===== src/rtl/ttm4_step_sequencer.sv =====
// ttm4_step_sequencer: instruction phase sequencer for the TTM4 4-bit CPU core.
// Each instruction is walked through FETCH (IMEM handshake), DECODE, EXEC and
// COMMIT, with optional idle WAIT cycles between instructions while running.
//
// Ports:
//   CLK        system clock, rising edge
//   RST        synchronous reset, active-high
//   RUN        level, free-run instructions
//   STEP       1-cycle pulse, execute exactly one instruction
//   DIV        idle cycles inserted after each COMMIT while RUN (0 = none)
//   IMEM_ACK   instruction memory opcode valid this cycle
//   IMEM_REQ   instruction memory request, held until ACK
//   IR_LD      latch instruction register (IMEM_REQ & IMEM_ACK, combinational)
//   DEC_EN     decoder output enable (DECODE, EXEC)
//   ST_EN      register/flag store window (EXEC)
//   PC_STEP    PC increment-or-load strobe (COMMIT)
//   BUSY       sequencer not idle
//   ERR        sticky fetch timeout, cleared only by RST
//   INSTR_CNT  retired instruction count, wrapping
//
// Optional feature macro TTM4_SEQ_BRK_EN adds a PC breakpoint:
//   PC, BRK_ADDR, BRK_VALID inputs and sticky BRK_HIT output.
//   A fetch started under RUN with BRK_VALID and PC == BRK_ADDR is abandoned
//   in its first cycle (no IMEM_REQ) and the sequencer returns to IDLE.

module ttm4_step_sequencer #(
  parameter int unsigned DIV_W  = 4,
  parameter int unsigned CNT_W  = 16,
  parameter int unsigned TO_CYC = 15
`ifdef TTM4_SEQ_BRK_EN
  , parameter int unsigned PC_W = 4
`endif
) (
  input  logic             CLK,
  input  logic             RST,
  input  logic             RUN,
  input  logic             STEP,
  input  logic [DIV_W-1:0] DIV,
  input  logic             IMEM_ACK,
`ifdef TTM4_SEQ_BRK_EN
  input  logic [PC_W-1:0]  PC,
  input  logic [PC_W-1:0]  BRK_ADDR,
  input  logic             BRK_VALID,
  output logic             BRK_HIT,
`endif
  output logic             IMEM_REQ,
  output logic             IR_LD,
  output logic             DEC_EN,
  output logic             ST_EN,
  output logic             PC_STEP,
  output logic             BUSY,
  output logic             ERR,
  output logic [CNT_W-1:0] INSTR_CNT
);

  localparam int unsigned TO_W = 8;

  typedef enum logic [2:0] {
    sIdle   = 3'd0,
    sFetch  = 3'd1,
    sDecode = 3'd2,
    sExec   = 3'd3,
    sCommit = 3'd4,
    sWait   = 3'd5
  } seqState_t;

  seqState_t        state, stateNext;
  logic [DIV_W-1:0] waitCnt, waitCntNext;
  logic [TO_W-1:0]  toCnt, toCntNext;
  logic             errQ, errSet;
  logic             runFetch, stepFetch;
  logic             reqQ, decQ, stQ, pcQ, busyQ;
  logic [CNT_W-1:0] cntQ;

`ifdef TTM4_SEQ_BRK_EN
  logic fetchChk, fetchChkNext;
  logic brkQ;
  logic brkTrip_c;

  // First fetch cycle of a RUN-started instruction sees the final PC value
  assign brkTrip_c = (state == sFetch) && fetchChk && BRK_VALID && (PC == BRK_ADDR);
`endif

  // Next-state logic
  always_comb begin
    stateNext   = state;
    waitCntNext = waitCnt;
    toCntNext   = toCnt;
    errSet      = 1'b0;
    runFetch    = 1'b0;
    stepFetch   = 1'b0;
`ifdef TTM4_SEQ_BRK_EN
    fetchChkNext = 1'b0;
`endif
    case (state)
      sIdle: begin
        if (!errQ) begin
          if (RUN)       runFetch  = 1'b1;
          else if (STEP) stepFetch = 1'b1;
        end
      end
      sFetch: begin
        if (IMEM_ACK) begin
          stateNext = sDecode;
        end else if (toCnt == TO_W'(TO_CYC - 1)) begin
          stateNext = sIdle;
          errSet    = 1'b1;
        end else begin
          toCntNext = toCnt + TO_W'(1);
        end
`ifdef TTM4_SEQ_BRK_EN
        if (brkTrip_c) begin
          stateNext = sIdle;
          errSet    = 1'b0;
        end
`endif
      end
      sDecode: stateNext = sExec;
      sExec:   stateNext = sCommit;
      sCommit: begin
        if (!RUN) begin
          stateNext = sIdle;
        end else if (DIV != '0) begin
          stateNext   = sWait;
          waitCntNext = DIV;
        end else begin
          runFetch = 1'b1;
        end
      end
      sWait: begin
        if (!RUN) begin
          stateNext = sIdle;
        end else if (waitCnt == DIV_W'(1)) begin
          runFetch = 1'b1;
        end else begin
          waitCntNext = waitCnt - DIV_W'(1);
        end
      end
      default: stateNext = sIdle;
    endcase

    // Every fetch starts with a fresh timeout count
    if (runFetch || stepFetch) begin
      stateNext = sFetch;
      toCntNext = '0;
    end
`ifdef TTM4_SEQ_BRK_EN
    fetchChkNext = runFetch;
`endif
  end

  // State, counters and registered strobes (strobes follow the next state)
  always_ff @(posedge CLK) begin
    if (RST) begin
      state   <= sIdle;
      waitCnt <= '0;
      toCnt   <= '0;
      errQ    <= 1'b0;
      cntQ    <= '0;
      reqQ    <= 1'b0;
      decQ    <= 1'b0;
      stQ     <= 1'b0;
      pcQ     <= 1'b0;
      busyQ   <= 1'b0;
`ifdef TTM4_SEQ_BRK_EN
      fetchChk <= 1'b0;
      brkQ     <= 1'b0;
`endif
    end else begin
      state   <= stateNext;
      waitCnt <= waitCntNext;
      toCnt   <= toCntNext;
      if (errSet) errQ <= 1'b1;
      if (state == sCommit) cntQ <= cntQ + CNT_W'(1);
      reqQ  <= (stateNext == sFetch);
      decQ  <= (stateNext == sDecode) || (stateNext == sExec);
      stQ   <= (stateNext == sExec);
      pcQ   <= (stateNext == sCommit);
      busyQ <= (stateNext != sIdle);
`ifdef TTM4_SEQ_BRK_EN
      fetchChk <= fetchChkNext;
      if (brkTrip_c)                                 brkQ <= 1'b1;
      else if (state == sIdle && stateNext == sFetch) brkQ <= 1'b0;
`endif
    end
  end

`ifdef TTM4_SEQ_BRK_EN
  assign IMEM_REQ = reqQ & ~brkTrip_c;
  assign BRK_HIT  = brkQ;
`else
  assign IMEM_REQ = reqQ;
`endif
  assign IR_LD     = IMEM_REQ & IMEM_ACK;
  assign DEC_EN    = decQ;
  assign ST_EN     = stQ;
  assign PC_STEP   = pcQ;
  assign BUSY      = busyQ;
  assign ERR       = errQ;
  assign INSTR_CNT = cntQ;

endmodule


===== config.mk =====
export PLATFORM = sky130hd
export DESIGN_NAME = ttm4_step_sequencer
export DESIGN_NICKNAME = d
export VERILOG_FILES = /design/src/rtl/ttm4_step_sequencer.sv
export SDC_FILE = /design/constraint.sdc
export NUM_CORES = 1
export LEC_CHECK = 0
export CORE_MARGIN = 2
export CORE_UTILIZATION = 40
export CTS_BUF_LIST = sky130_fd_sc_hd__clkbuf_8
export DETAILED_ROUTE_END_ITERATION = 12
export GPL_TIMING_DRIVEN = 0
export PLACE_DENSITY = 0.67
export SLEW_MARGIN = 0
export SYNTH_ARGS = -nofsm -noshare
export SYNTH_HDL_FRONTEND = slang
export SYNTH_SLANG_ARGS = --single-unit

===== constraint.sdc =====
create_clock -name CLK -period 5.05 [get_ports CLK]
set_input_delay 0.505 -clock CLK [delete_from_list [all_inputs] [get_ports CLK]]
set_output_delay 0.505 -clock CLK [all_outputs]
set_load 0.02 [all_outputs]

==> impl_metrics.toml <==
[global_route]
grt_pass1_wl_mm = 6.86
antenna_found_initial = 0
grt_pass1_vias = 1489
track_usage = 0.167
grt_max_degree = 11
gr-total-overflow = 0

[timing]
rsz0062_at_grt = "false"
relSlewSlack = 0.447
fmax_ghz = 0.412
finalHoldViolations = 0
slew_violations = 0
setup_viol = 0
worst_pin_slew_ns = 0.829
fin_skew_ns = 0.00288
tns_ns = 0
post-route-period-util = 0.480
setup_ws_ns = 2.62
fin_crit_ns = 2.43

[cts]
cts_resized = 0
cts_tree = "yes"
postCtsSetupBuffers = 0
clockRootBuffer = "clkbuf_8"
worstSkewPairLatency_ns = 0.29
cts_buffers = 5
clkTransAtPathRegs_ns = 0.07
clock_sinks = 37
cts_buffer_depth = 2
cts_hold_buffers = 0
htreeDepth = 2

[power_and_ir_drop]
ir_worst_vdd_mv = 0.124
p_sw_frac = 0.263
p_int_mw = 0.423
pwr-share-comb = 0.131
seq_power_share = 0.529
power.net_switching_mw = 0.151
leakage_nw = 0.785
p_clk_frac = 0.340
p_per_area_nw_per_um2 = 247

[final_layout]
syn2layout_area_growth_pct = 24.4
diodes = 0
final_nets = 262
drive_above_1_share = 0.0763
fillers = 435

[critical_path]
critPathRequiredTime_ns = 5.19
cp_num_buf_inv = 1
worst-path-max-fanout = 9
r2r_cells = 5
timing.rr.start = "state[1]$_SDFF_PP0_"
crit_path_top_delay_cell = "a21oi_1"
critPathMaxStageDelay_ns = 0.70
r2r_end = "toCnt[2]$_SDFFE_PP0P_"
end_kind = "register"
critPathTopFamily = "compound AO/OA/AOI/OAI gates"
critical_path.cell_chain = "clkdlybuf4s50_1 -> nor4_1 -> o21ai_0 -> a21oi_1 -> nor3_1"
path_class = "in -> reg"
cp.arrival_ns = 2.57
worst-path-stages = 5
ff2ff_setup_slack_ns = 3.00
start_kind = "input port"

[placement]
place_ws_ns = 2.31
dp_hpwl_mm = 2.93
gp_congestion = 0.793
port-buffer-count = 31

[die]
core.rowCount = 24
die-area_um2 = 5230
die_h_um = 72.3
ios = 32
fp.coreArea_um2 = 4410
die_w_um = 72.3
start_util = 0.423

[synth]
synth_compound_area_frac = 0.149
syn_nets = 224
synth-edff-count = 0
netlist_area_um2 = 1870
synth_fa_ha_area_frac = 0.0335
synth_xor_area_frac = 0.0657
ys.flop_type = "dfxtp_1"
yosys.area_share.simple = 0.281
synth-seq-cells = 37
async_flop_share = 0
synth_cell_types = 49
synth_top_family_by_area = "simple AND/OR/NAND/NOR gates"
ys_seq_area_frac = 0.397
synthMuxAreaShare = 0.0288
avgSynthCellArea_um2 = 8.88
synthCells = 210
yosys_warnings = 0

[routing]
vias_per_cell = 5.43
drt-pass1-iter-count = 4
drtAntennaViolNets = 0
wl_mm = 4.08
drt_iter0_markers = 60
num_vias = 1635
wl_per_cell_um = 13.5
drc = 0

[min_path]
hold_path_end = "toCnt[7]$_SDFFE_PP0P_"
worstHoldStart = "toCnt[7]$_SDFFE_PP0P_"
hold_path_depth = 2
hold_path_class = "reg -> reg"

[flow_run]
drv_cap = 0

[run_status]
status = "completed"
Yosys cell counts, drive strengths merged, types with 5 or more instances:
| library cell | n | area share |
|---|---|---|
| dfxtp | 37 | 0.40 |
| nor2 | 20 | 0.040 |
| nand2 | 11 | 0.022 |
| inv | 10 | 0.020 |
| o21ai | 10 | 0.029 |
| a21oi | 9 | 0.024 |
| nor3 | 9 | 0.024 |
| nand3 | 8 | 0.021 |
| xnor2 | 8 | 0.038 |
| a211oi | 6 | 0.030 |
| nor4 | 6 | 0.020 |
| xor2 | 6 | 0.028 |
| ha | 5 | 0.034 |
| nand4 | 5 | 0.017 |
| or3 | 5 | 0.017 |
metal layers:
layer	track usage	share of wire
met3	0.0597	0.043
met4	0.0545	0.0098
met5	0	0
met1	0.219	0.48
met2	0.257	0.47
metrics by stage:
step	std cells	util	instance area [µm²]	power, mW	hold slack (ns)
2_1_floorplan	210	-	1870	0.356	0.456
6_report	301	0.526	2320	0.574	0.490
5_1_grt	301	0.526	2320	0.600	0.533
3_3_place_gp	293	0.508	2240	0.385	0.476
4_1_cts	301	0.526	2320	0.579	0.501
3_5_place_dp	293	0.508	2240	0.386	0.489
final cells by class:
type,count,area (µm²),area share
tap,52,65.1,0.0280
buffer,8,46.3,0.0199
clock buffer,5,68.8,0.0296
timing repair buffer,31,310,0.134
clock inverter,3,11.3,0.00485
multi-input combinational,155,1040,0.449
inverter,10,37.5,0.0162
sequential,37,741,0.319
flip-flops by register name (all words and copies together), names as in the netlist:
name / cells
state: 3
DEC_EN: 1
ST_EN: 1
IMEM_REQ: 1
ERR: 1
PC_STEP: 1
toCnt: 8
INSTR_CNT: 16
BUSY: 1
waitCnt: 4
worst register-to-register path, delay by kind of cell (launching register included):
kind                   cells  cell delay [ns]
buffers and inverters      1             0.22
AND/OR/NAND/NOR            2             0.41
flip-flops                 1             0.37
AO/OA/AOI/OAI              2             0.90
power by group through the flow:
stage / registers [mW] / clock network (mW) / logic [mW]
after floorplan: 0.314 / 0 / 0.0415
after global placement: 0.310 / 0 / 0.0744
after detailed placement: 0.310 / 0 / 0.0752
after CTS: 0.304 / 0.200 / 0.0756
after global routing: 0.304 / 0.215 / 0.0816
final: 0.304 / 0.195 / 0.0751
cell usage in the layout (no fill, tap or decap), types with 6 or more instances in the layout:
| master | instances |
|---|---|
| clkdlybuf4s50_1 | 31 |
| nor2_1 | 20 |
| inv_1 | 13 |
| nand2_1 | 11 |
| nand3_1 | 8 |
| nor3_1 | 9 |
| dfxtp_1 | 37 |
| a21oi_1 | 9 |
| o21ai_0 | 9 |
| nor4_1 | 6 |
| xor2_1 | 6 |
| xnor2_1 | 8 |
cells by family (layout without fill, tap and decap cells):
logic type,after synthesis,after routing
buffers and inverters,18,57
DFF,37,37
adders and majority gates,5,5
xor gates and xnor gates,14,14
muxes,5,5
and+or+nand+nor,91,91
AOI/OAI and AO/OA,40,40
how the worst max path moves through the flow:
| stage | startpoint | to | slack [ns] |
|---|---|---|---|
| CTS | DIV[2] | toCnt[2]$_SDFFE_PP0P_ | 2.62 |
| global placement | DIV[2] | state[2]$_SDFF_PP0_ | 2.32 |
| finish | DIV[2] | toCnt[2]$_SDFFE_PP0P_ | 2.62 |
| global route | DIV[2] | toCnt[0]$_SDFFE_PP0P_ | 2.52 |
| detailed placement | DIV[2] | toCnt[0]$_SDFFE_PP0P_ | 2.31 |
| floorplan | INSTR_CNT[0]$_SDFFE_PP0P_ | INSTR_CNT[12]$_SDFFE_PP0P_ | 3.20 |
No activity file was read; power rests on OpenSTA's default activity.
